$ cat src/rtl/mem_stage_if.sv
// mem_stage_pkg / mem_stage_if
// Purpose : shared bundle types and opcodes for the memory stage, plus the
//           interface that groups every handshake and data-bus signal of it.
// Ports (interface members):
//   m_valid, r_M, m_ready                     Execute -> Memory handshake
//   dreq_valid, dreq_addr, dreq_strobe,
//   dreq_data                                 data-bus request (strobe 0 = read)
//   dresp_addr_ok, dresp_data_ok, dresp_data  data-bus response
//   w_valid, w_ready, r_W, adel, ades         Memory -> Writeback handshake
// Modports: slave = the memory stage, master = its surroundings.
package mem_stage_pkg;

  localparam logic [5:0] OP_SPECIAL = 6'h00;
  localparam logic [5:0] OP_ADDIU   = 6'h09;
  localparam logic [5:0] OP_LB      = 6'h20;
  localparam logic [5:0] OP_LH      = 6'h21;
  localparam logic [5:0] OP_LW      = 6'h23;
  localparam logic [5:0] OP_LBU     = 6'h24;
  localparam logic [5:0] OP_LHU     = 6'h25;
  localparam logic [5:0] OP_SB      = 6'h28;
  localparam logic [5:0] OP_SH      = 6'h29;
  localparam logic [5:0] OP_SW      = 6'h2B;

  typedef struct packed {
    logic [4:0]  dstE;
    logic [4:0]  dstM;
    logic [31:0] valA;
    logic [31:0] valE;
    logic [5:0]  opcode;
    logic [5:0]  funct;
    logic [31:0] pc;
    logic        btype;
  } plr_m;

  typedef struct packed {
    logic [4:0]  dstE;
    logic [4:0]  dstM;
    logic [31:0] valE;
    logic [31:0] valM;
    logic [5:0]  opcode;
    logic [31:0] pc;
  } plr_w;

endpackage

interface mem_stage_if;
  logic                  m_valid;
  mem_stage_pkg::plr_m   r_M;
  logic                  m_ready;
  logic                  dreq_valid;
  logic [31:0]           dreq_addr;
  logic [3:0]            dreq_strobe;
  logic [31:0]           dreq_data;
  logic                  dresp_addr_ok;
  logic                  dresp_data_ok;
  logic [31:0]           dresp_data;
  logic                  w_valid;
  logic                  w_ready;
  mem_stage_pkg::plr_w   r_W;
  logic                  adel;
  logic                  ades;

  modport slave (
    input  m_valid, r_M, dresp_addr_ok, dresp_data_ok, dresp_data, w_ready,
    output m_ready, dreq_valid, dreq_addr, dreq_strobe, dreq_data,
           w_valid, r_W, adel, ades
  );

  modport master (
    output m_valid, r_M, dresp_addr_ok, dresp_data_ok, dresp_data, w_ready,
    input  m_ready, dreq_valid, dreq_addr, dreq_strobe, dreq_data,
           w_valid, r_W, adel, ades
  );
endinterface

$ cat src/rtl/mem_stage.sv
// mem_stage
// Purpose : pipeline memory stage. Accepts one Execute bundle at a time,
//           performs at most one data-bus access for it (load/store with
//           alignment check, lane steering, load extension) and hands the
//           result to Writeback.
// Ports   : clk   - sole clock, rising edge
//           reset - asynchronous, active-high
//           bus   - mem_stage_if.slave (Execute, data-bus and Writeback sides)
module mem_stage
  import mem_stage_pkg::*;
(
  input  logic       clk,
  input  logic       reset,
  mem_stage_if.slave bus
);

  typedef enum logic [1:0] {IDLE, ADDR, DATA, HOLD} state_t;

  state_t      r_state;
  logic        r_dreq_valid;
  logic [31:0] r_dreq_addr;
  logic [3:0]  r_dreq_strobe;
  logic [31:0] r_dreq_data;
  logic        r_w_valid;
  plr_w        r_W;
  logic        r_adel;
  logic        r_ades;

  plr_m        w_m;
  logic        w_accept;
  logic        w_mis;

  function automatic logic f_is_load(input logic [5:0] op);
    return (op == OP_LW) || (op == OP_LH) || (op == OP_LHU) ||
           (op == OP_LB) || (op == OP_LBU);
  endfunction

  function automatic logic f_is_store(input logic [5:0] op);
    return (op == OP_SW) || (op == OP_SH) || (op == OP_SB);
  endfunction

  function automatic logic f_misaligned(input logic [5:0] op, input logic [1:0] lo);
    logic mis;
    mis = 1'b0;
    case (op)
      OP_LW, OP_SW:         mis = (lo != 2'b00);
      OP_LH, OP_LHU, OP_SH: mis = lo[0];
      default:              mis = 1'b0;
    endcase
    return mis;
  endfunction

  function automatic logic [3:0] f_strobe(input logic [5:0] op, input logic [1:0] lo);
    logic [3:0] s;
    s = 4'b0000;
    case (op)
      OP_SW:   s = 4'b1111;
      OP_SH:   s = lo[1] ? 4'b1100 : 4'b0011;
      OP_SB:   s = 4'b0001 << lo;
      default: s = 4'b0000;
    endcase
    return s;
  endfunction

  // Store data is replicated across all lanes so the strobe alone picks bytes.
  function automatic logic [31:0] f_wdata(input logic [5:0] op, input logic [31:0] a);
    logic [31:0] d;
    d = a;
    case (op)
      OP_SH:   d = {2{a[15:0]}};
      OP_SB:   d = {4{a[7:0]}};
      default: d = a;
    endcase
    return d;
  endfunction

  function automatic logic [31:0] f_extract(input logic [5:0] op, input logic [1:0] lo,
                                            input logic [31:0] word);
    logic [7:0]         b;
    logic [15:0]        h;
    logic signed [31:0] sx;
    logic [31:0]        res;
    b   = 8'(word >> {lo, 3'b000});
    h   = lo[1] ? word[31:16] : word[15:0];
    res = 32'd0;
    case (op)
      OP_LW:  res = word;
      OP_LB:  begin sx = 32'(signed'(b)); res = unsigned'(sx); end
      OP_LBU: res = {24'd0, b};
      OP_LH:  begin sx = 32'(signed'(h)); res = unsigned'(sx); end
      OP_LHU: res = {16'd0, h};
      default: res = 32'd0;
    endcase
    return res;
  endfunction

  assign w_m      = bus.r_M;
  assign w_accept = bus.m_valid && (r_state == IDLE);
  assign w_mis    = f_misaligned(w_m.opcode, w_m.valE[1:0]);

  always_ff @(posedge clk or posedge reset) begin
    if (reset) begin
      r_state       <= IDLE;
      r_dreq_valid  <= 1'b0;
      r_dreq_addr   <= '0;
      r_dreq_strobe <= '0;
      r_dreq_data   <= '0;
      r_w_valid     <= 1'b0;
      r_W           <= '0;
      r_adel        <= 1'b0;
      r_ades        <= 1'b0;
    end else begin
      case (r_state)
        // Accept: capture the bundle; decide bus access, exception or bypass.
        IDLE: begin
          if (w_accept) begin
            r_W.dstE   <= w_m.dstE;
            r_W.dstM   <= w_m.dstM;
            r_W.valE   <= w_m.valE;
            r_W.valM   <= '0;
            r_W.opcode <= w_m.opcode;
            r_W.pc     <= w_m.pc;
            if ((f_is_load(w_m.opcode) || f_is_store(w_m.opcode)) && !w_mis) begin
              r_adel        <= 1'b0;
              r_ades        <= 1'b0;
              r_dreq_valid  <= 1'b1;
              r_dreq_addr   <= w_m.valE;
              r_dreq_strobe <= f_strobe(w_m.opcode, w_m.valE[1:0]);
              r_dreq_data   <= f_wdata(w_m.opcode, w_m.valA);
              r_state       <= ADDR;
            end else begin
              r_adel    <= f_is_load(w_m.opcode) && w_mis;
              r_ades    <= f_is_store(w_m.opcode) && w_mis;
              r_w_valid <= 1'b1;
              r_state   <= HOLD;
            end
          end
        end
        // Address phase: request held stable until the bus takes it.
        ADDR: begin
          if (bus.dresp_addr_ok) begin
            r_dreq_valid  <= 1'b0;
            r_dreq_strobe <= '0;
            if (bus.dresp_data_ok) begin
              r_W.valM  <= f_extract(r_W.opcode, r_W.valE[1:0], bus.dresp_data);
              r_w_valid <= 1'b1;
              r_state   <= HOLD;
            end else begin
              r_state <= DATA;
            end
          end
        end
        // Data phase: wait for the response, then extract the load result.
        DATA: begin
          if (bus.dresp_data_ok) begin
            r_W.valM  <= f_extract(r_W.opcode, r_W.valE[1:0], bus.dresp_data);
            r_w_valid <= 1'b1;
            r_state   <= HOLD;
          end
        end
        // Hold: result frozen until Writeback takes it.
        HOLD: begin
          if (bus.w_ready) begin
            r_w_valid <= 1'b0;
            r_state   <= IDLE;
          end
        end
        default: r_state <= IDLE;
      endcase
    end
  end

  assign bus.m_ready     = (r_state == IDLE);
  assign bus.dreq_valid  = r_dreq_valid;
  assign bus.dreq_addr   = r_dreq_addr;
  assign bus.dreq_strobe = r_dreq_strobe;
  assign bus.dreq_data   = r_dreq_data;
  assign bus.w_valid     = r_w_valid;
  assign bus.r_W         = r_W;
  assign bus.adel        = r_adel;
  assign bus.ades        = r_ades;

endmodule

$ cat src/flat_wrapper.sv
// flat-port wrapper written by rule: the top's interface ports become plain ports
module mem_stage_flat import mem_stage_pkg::*;
  (clk, reset, bus_m_valid, bus_r_M, bus_dresp_addr_ok, bus_dresp_data_ok, bus_dresp_data, bus_w_ready, bus_m_ready, bus_dreq_valid, bus_dreq_addr, bus_dreq_strobe, bus_dreq_data, bus_w_valid, bus_r_W, bus_adel, bus_ades);
  mem_stage_if bus_i ();
  input  logic clk;
  input  logic reset;
  input wire logic [$bits(bus_i.m_valid)-1:0] bus_m_valid;
  input wire logic [$bits(bus_i.r_M)-1:0] bus_r_M;
  input wire logic [$bits(bus_i.dresp_addr_ok)-1:0] bus_dresp_addr_ok;
  input wire logic [$bits(bus_i.dresp_data_ok)-1:0] bus_dresp_data_ok;
  input wire logic [$bits(bus_i.dresp_data)-1:0] bus_dresp_data;
  input wire logic [$bits(bus_i.w_ready)-1:0] bus_w_ready;
  output wire logic [$bits(bus_i.m_ready)-1:0] bus_m_ready;
  output wire logic [$bits(bus_i.dreq_valid)-1:0] bus_dreq_valid;
  output wire logic [$bits(bus_i.dreq_addr)-1:0] bus_dreq_addr;
  output wire logic [$bits(bus_i.dreq_strobe)-1:0] bus_dreq_strobe;
  output wire logic [$bits(bus_i.dreq_data)-1:0] bus_dreq_data;
  output wire logic [$bits(bus_i.w_valid)-1:0] bus_w_valid;
  output wire logic [$bits(bus_i.r_W)-1:0] bus_r_W;
  output wire logic [$bits(bus_i.adel)-1:0] bus_adel;
  output wire logic [$bits(bus_i.ades)-1:0] bus_ades;
  assign bus_i.m_valid = bus_m_valid;
  assign bus_i.r_M = bus_r_M;
  assign bus_i.dresp_addr_ok = bus_dresp_addr_ok;
  assign bus_i.dresp_data_ok = bus_dresp_data_ok;
  assign bus_i.dresp_data = bus_dresp_data;
  assign bus_i.w_ready = bus_w_ready;
  assign bus_m_ready = bus_i.m_ready;
  assign bus_dreq_valid = bus_i.dreq_valid;
  assign bus_dreq_addr = bus_i.dreq_addr;
  assign bus_dreq_strobe = bus_i.dreq_strobe;
  assign bus_dreq_data = bus_i.dreq_data;
  assign bus_w_valid = bus_i.w_valid;
  assign bus_r_W = bus_i.r_W;
  assign bus_adel = bus_i.adel;
  assign bus_ades = bus_i.ades;
  mem_stage u_core (.clk(clk), .reset(reset), .bus(bus_i));
endmodule
$ cat config.mk
export PLATFORM = sky130hd
export DESIGN_NAME = mem_stage_flat
export DESIGN_NICKNAME = d
export VERILOG_FILES = /design/src/rtl/mem_stage_if.sv /design/src/rtl/mem_stage.sv /design/src/flat_wrapper.sv
export SDC_FILE = /design/constraint.sdc
export NUM_CORES = 1
export LEC_CHECK = 0
export ABC_AREA = 0
export BUFFER_PORTS_ARGS = -buffer_cell sky130_fd_sc_hd__buf_2
export CORE_AREA = 2 2 132 134
export DETAILED_ROUTE_END_ITERATION = 12
export DIE_AREA = 0 0 134 136
export PLACE_DENSITY = 0.81
export SYNTH_ARGS = -nofsm -noshare
export SYNTH_HDL_FRONTEND = slang
export SYNTH_SLANG_ARGS = --single-unit
$ cat constraint.sdc
create_clock -name clk -period 9.3 [get_ports clk]
set_input_delay 0 -clock clk [delete_from_list [all_inputs] [get_ports clk]]
set_output_delay 0 -clock clk [all_outputs]
set_load 0.02 [all_outputs]
==> summary.md <==
| Metric | Value |
|---|---|
| Status | `completed` |
| Initial antenna violation count | `0` |
| Post-CTS Setup Bufs | `0` |
| Slew Limit Fails | `0` |
| First-pass GRT wire length | `41400 µm` |
| Fill cells | `1107` |
| Clock Power Share | `0.206` |
| Horiz. Die Dim | `134 µm` |
| FFs w/ async S/R, synth | `1.00` |
| Synthesized Nets | `910` |
| Register area share after synthesis | `0.575` |
| Reg clk slew, reported paths | `0.07 ns` |
| Cts repair resizes | `0` |
| DPL Wire Length | `16100 µm` |
| Hold slack | `0.0716 ns` |
| RSZ-0062 raised after global routing | `no` |
| Sink Count | `186` |
| H-tree depth | `4` |
| Worst slew margin | `0.407` |
| Nets | `1382` |
| PwrDens | `292 mW/mm²` |
| Critical Path Source Type | `flip-flop` |
| Final design area excluding fillers | `0.0121 mm²` |
| GR Util All Layers | `0.290` |
| Layout area overhead | `49.1%` |
| CP Max Fanout | `32` |
| Lkg Pwr | `0.00619 µW` |
| Final Util | `0.715` |
| Critical Path AT | `3.20 ns` |
| Die height | `136 µm` |
| Part of the power in combinational logic | `0.418` |
| Top Metal Used | `met4` |
| Remaining DRCs | `0` |
| Slew @ Worst Pin | `0.890 ns` |
| Crit end category | `flip-flop` |
| CTS tree | `yes` |
| WL per Instance | `18.3 µm` |
| Via density | `5.29` |
| Initial DRT Pass Iterations | `5` |
| Met1 Wirelength | `9990 µm` |
| CTS Buf Count | `17` |
| Vias post-DR | `7713` |
| Place WS | `6.65 ns` |
| Largest net degree at the start of global routing | `120` |
| Hold Buf Count CTS | `153` |
| Setup violators final | `0` |
| Root Buffer Master | `clkbuf_16` |
| Power Internal | `2070 µW` |
| Worst Setup Slack, final | `6.40 ns` |
| Main flop type after synthesis | `dfrtp_1` |
| Final hold violations | `0` |
| Max IR drop VDD | `0.196 mV` |
| HP Class | `primary input to flip-flop` |
| DR WL met3 | `2280 µm` |
| TNS Setup | `0 ns` |
| Post-route ant nets | `0` |
| DIE AREA | `0.0182 mm²` |
| IO buf count | `334` |
| Cell variety after synth | `49` |
| I/O pins | `342` |
| Met2 wire len | `13400 µm` |
| Layout cells sized above 1 | `0.387` |
| Peak Freq | `345 MHz` |
| Synth Warn # | `0` |
| Req. time, crit path | `9.60 ns` |
| EDFF count, synth | `0` |
| Starting Density | `0.479` |
| Vias in the first global route | `8089` |
| Core area | `0.0169 mm²` |
| Leading cell type in the layout, fill and taps excluded | `buf_2` |
| RD Place Congestion | `0.891` |
| Commonest non-fill, non-tap cells in the layout | `334 x buf_2, 190 x nand2_1, 186 x dfrtp_1` |
| Post-synthesis instance total | `748` |
| Placed cell areas | `0.00993 mm²` |
| First DRT Iteration DRCs | `459` |
| Synthesized flop and latch total | `186` |
| Seq pwr share | `0.375` |
| # rows | `48` |
| MaxCap Viol Count | `0` |
| Grt ovf | `0` |
| Fin Clk Skew | `0.0165 ns` |
| Max clock buf depth | `2` |
| Worst-Skew Late Latency | `0.43 ns` |
| Sw Ratio | `0.413` |
| Syn_area_per_cell | `10.8 µm²` |
| Synthesized area | `0.00809 mm²` |
| Kind of critical path | `flip-flop to flip-flop` |
| Wirelength, routed | `26600 µm` |
| Post-route clock period utilization | `0.312` |
| Final min period | `2.90 ns` |
| Sw power | `1450 µW` |
[worst max-delay path: stages (launching register included)]
cell and delay, ns:
dfrtp_1 0.42, inv_1 0.14, ha_1 0.37, nor2b_1 0.24, nor3_1 0.09, and3_1 0.24
o21ai_2 0.06, buf_4 0.37, o221ai_1 0.22, dlygate4sd3_1 0.61
[power by group through the flow]
stage | registers (µW) | logic, µW | clock network, µW
finish | 1320 | 1470 | 727
floorplan | 1670 | 536 | 0
global placement | 1300 | 1370 | 0
detailed placement | 1320 | 1400 | 0
CTS | 1310 | 1450 | 743
global route | 1360 | 1580 | 776
[final timing paths]
check | startpoint | end | slack (ns) | cells after the start
max | u_core.r_state[0] | u_core.bus.r_W[49] | 6.40 | 9
min | bus_w_ready | u_core.bus.w_valid | 0.07 | 5
max reg2reg | u_core.r_state[0] | u_core.bus.r_W[49] | 6.40 | 9
min reg2reg | u_core.bus.dreq_data[30] | u_core.bus.dreq_data[30] | 0.47 | 2
max in group asynchronous | reset | u_core.bus.dreq_data[22] | 7.59 | 4
min in group asynchronous | reset | u_core.bus.r_W[93] | 0.26 | 3
[cell usage after synthesis (2+ instances only)]
cell	instances	share of area
nor2b_1	4	0.0031
o21ai_1	12	0.0074
mux2_2	80	0.11
nor3b_2	3	0.0046
inv_1	18	0.0084
o21ai_0	34	0.021
ha_1	5	0.0077
nand3_1	17	0.011
a21oi_1	44	0.027
nor2_1	14	0.0065
buf_6	2	0.0028
or3_1	7	0.0054
nand2b_1	3	0.0023
nand2_1	190	0.088
dfrtp_1	186	0.58
mux2i_1	26	0.032
a31oi_1	8	0.0062
buf_2	15	0.0093
a32oi_1	2	0.0022
clkbuf_1	23	0.011
a32o_1	3	0.0037
and3_1	3	0.0023
o21a_1	2	0.0019
nor3_1	4	0.0025
o21ai_2	11	0.012
o221ai_1	9	0.0097
[logic make-up after synthesis]
group | count (synthesis) | synth area share
flip-flops | 186 | 0.575
AND/OR/NAND/NOR | 257 | 0.141
AO/OA/AOI/OAI | 133 | 0.0993
adder cells (fa/ha/maj) | 5 | 0.00773
multiplexers | 106 | 0.144
buffers and inverters | 61 | 0.0331
[state kept, by name, indices dropped and copies added, names as in the netlist]
signal / count
u_core.bus.dreq_data: 32
u_core.bus.dreq_valid: 1
u_core.bus.dreq_strobe: 4
u_core.bus.ades: 1
u_core.bus.adel: 1
u_core.r_state: 2
u_core.bus.dreq_addr: 32
u_core.bus.r_W: 112
u_core.bus.w_valid: 1
[area by class of cell]
class	instances	area, µm²	area share
sequential	186	4650	0.386
timing repair buffer	496	3270	0.271
multi-input combinational	501	3180	0.264
clock buffer	19	443	0.0367
tap	225	282	0.0233
clock inverter	13	153	0.0127
inverter	18	75.1	0.00622
antenna	1	2.50	0.000207
[layer usage]
layer,track usage,up-vias
met5,0,-
met4,0.129,0
met3,0.0790,81
met2,0.506,436
met1,0.334,3682
li1,-,3514
[through the flow]
| step | cells | power [µW] |
|---|---|---|
| CTS | 1458 | 3500 |
| floorplan | 748 | 2210 |
| detailed placement | 1273 | 2720 |
| global route | 1458 | 3710 |
| global placement | 1273 | 2670 |
| finish | 1459 | 3530 |
Note: power is estimated with default switching activity, not from simulation.
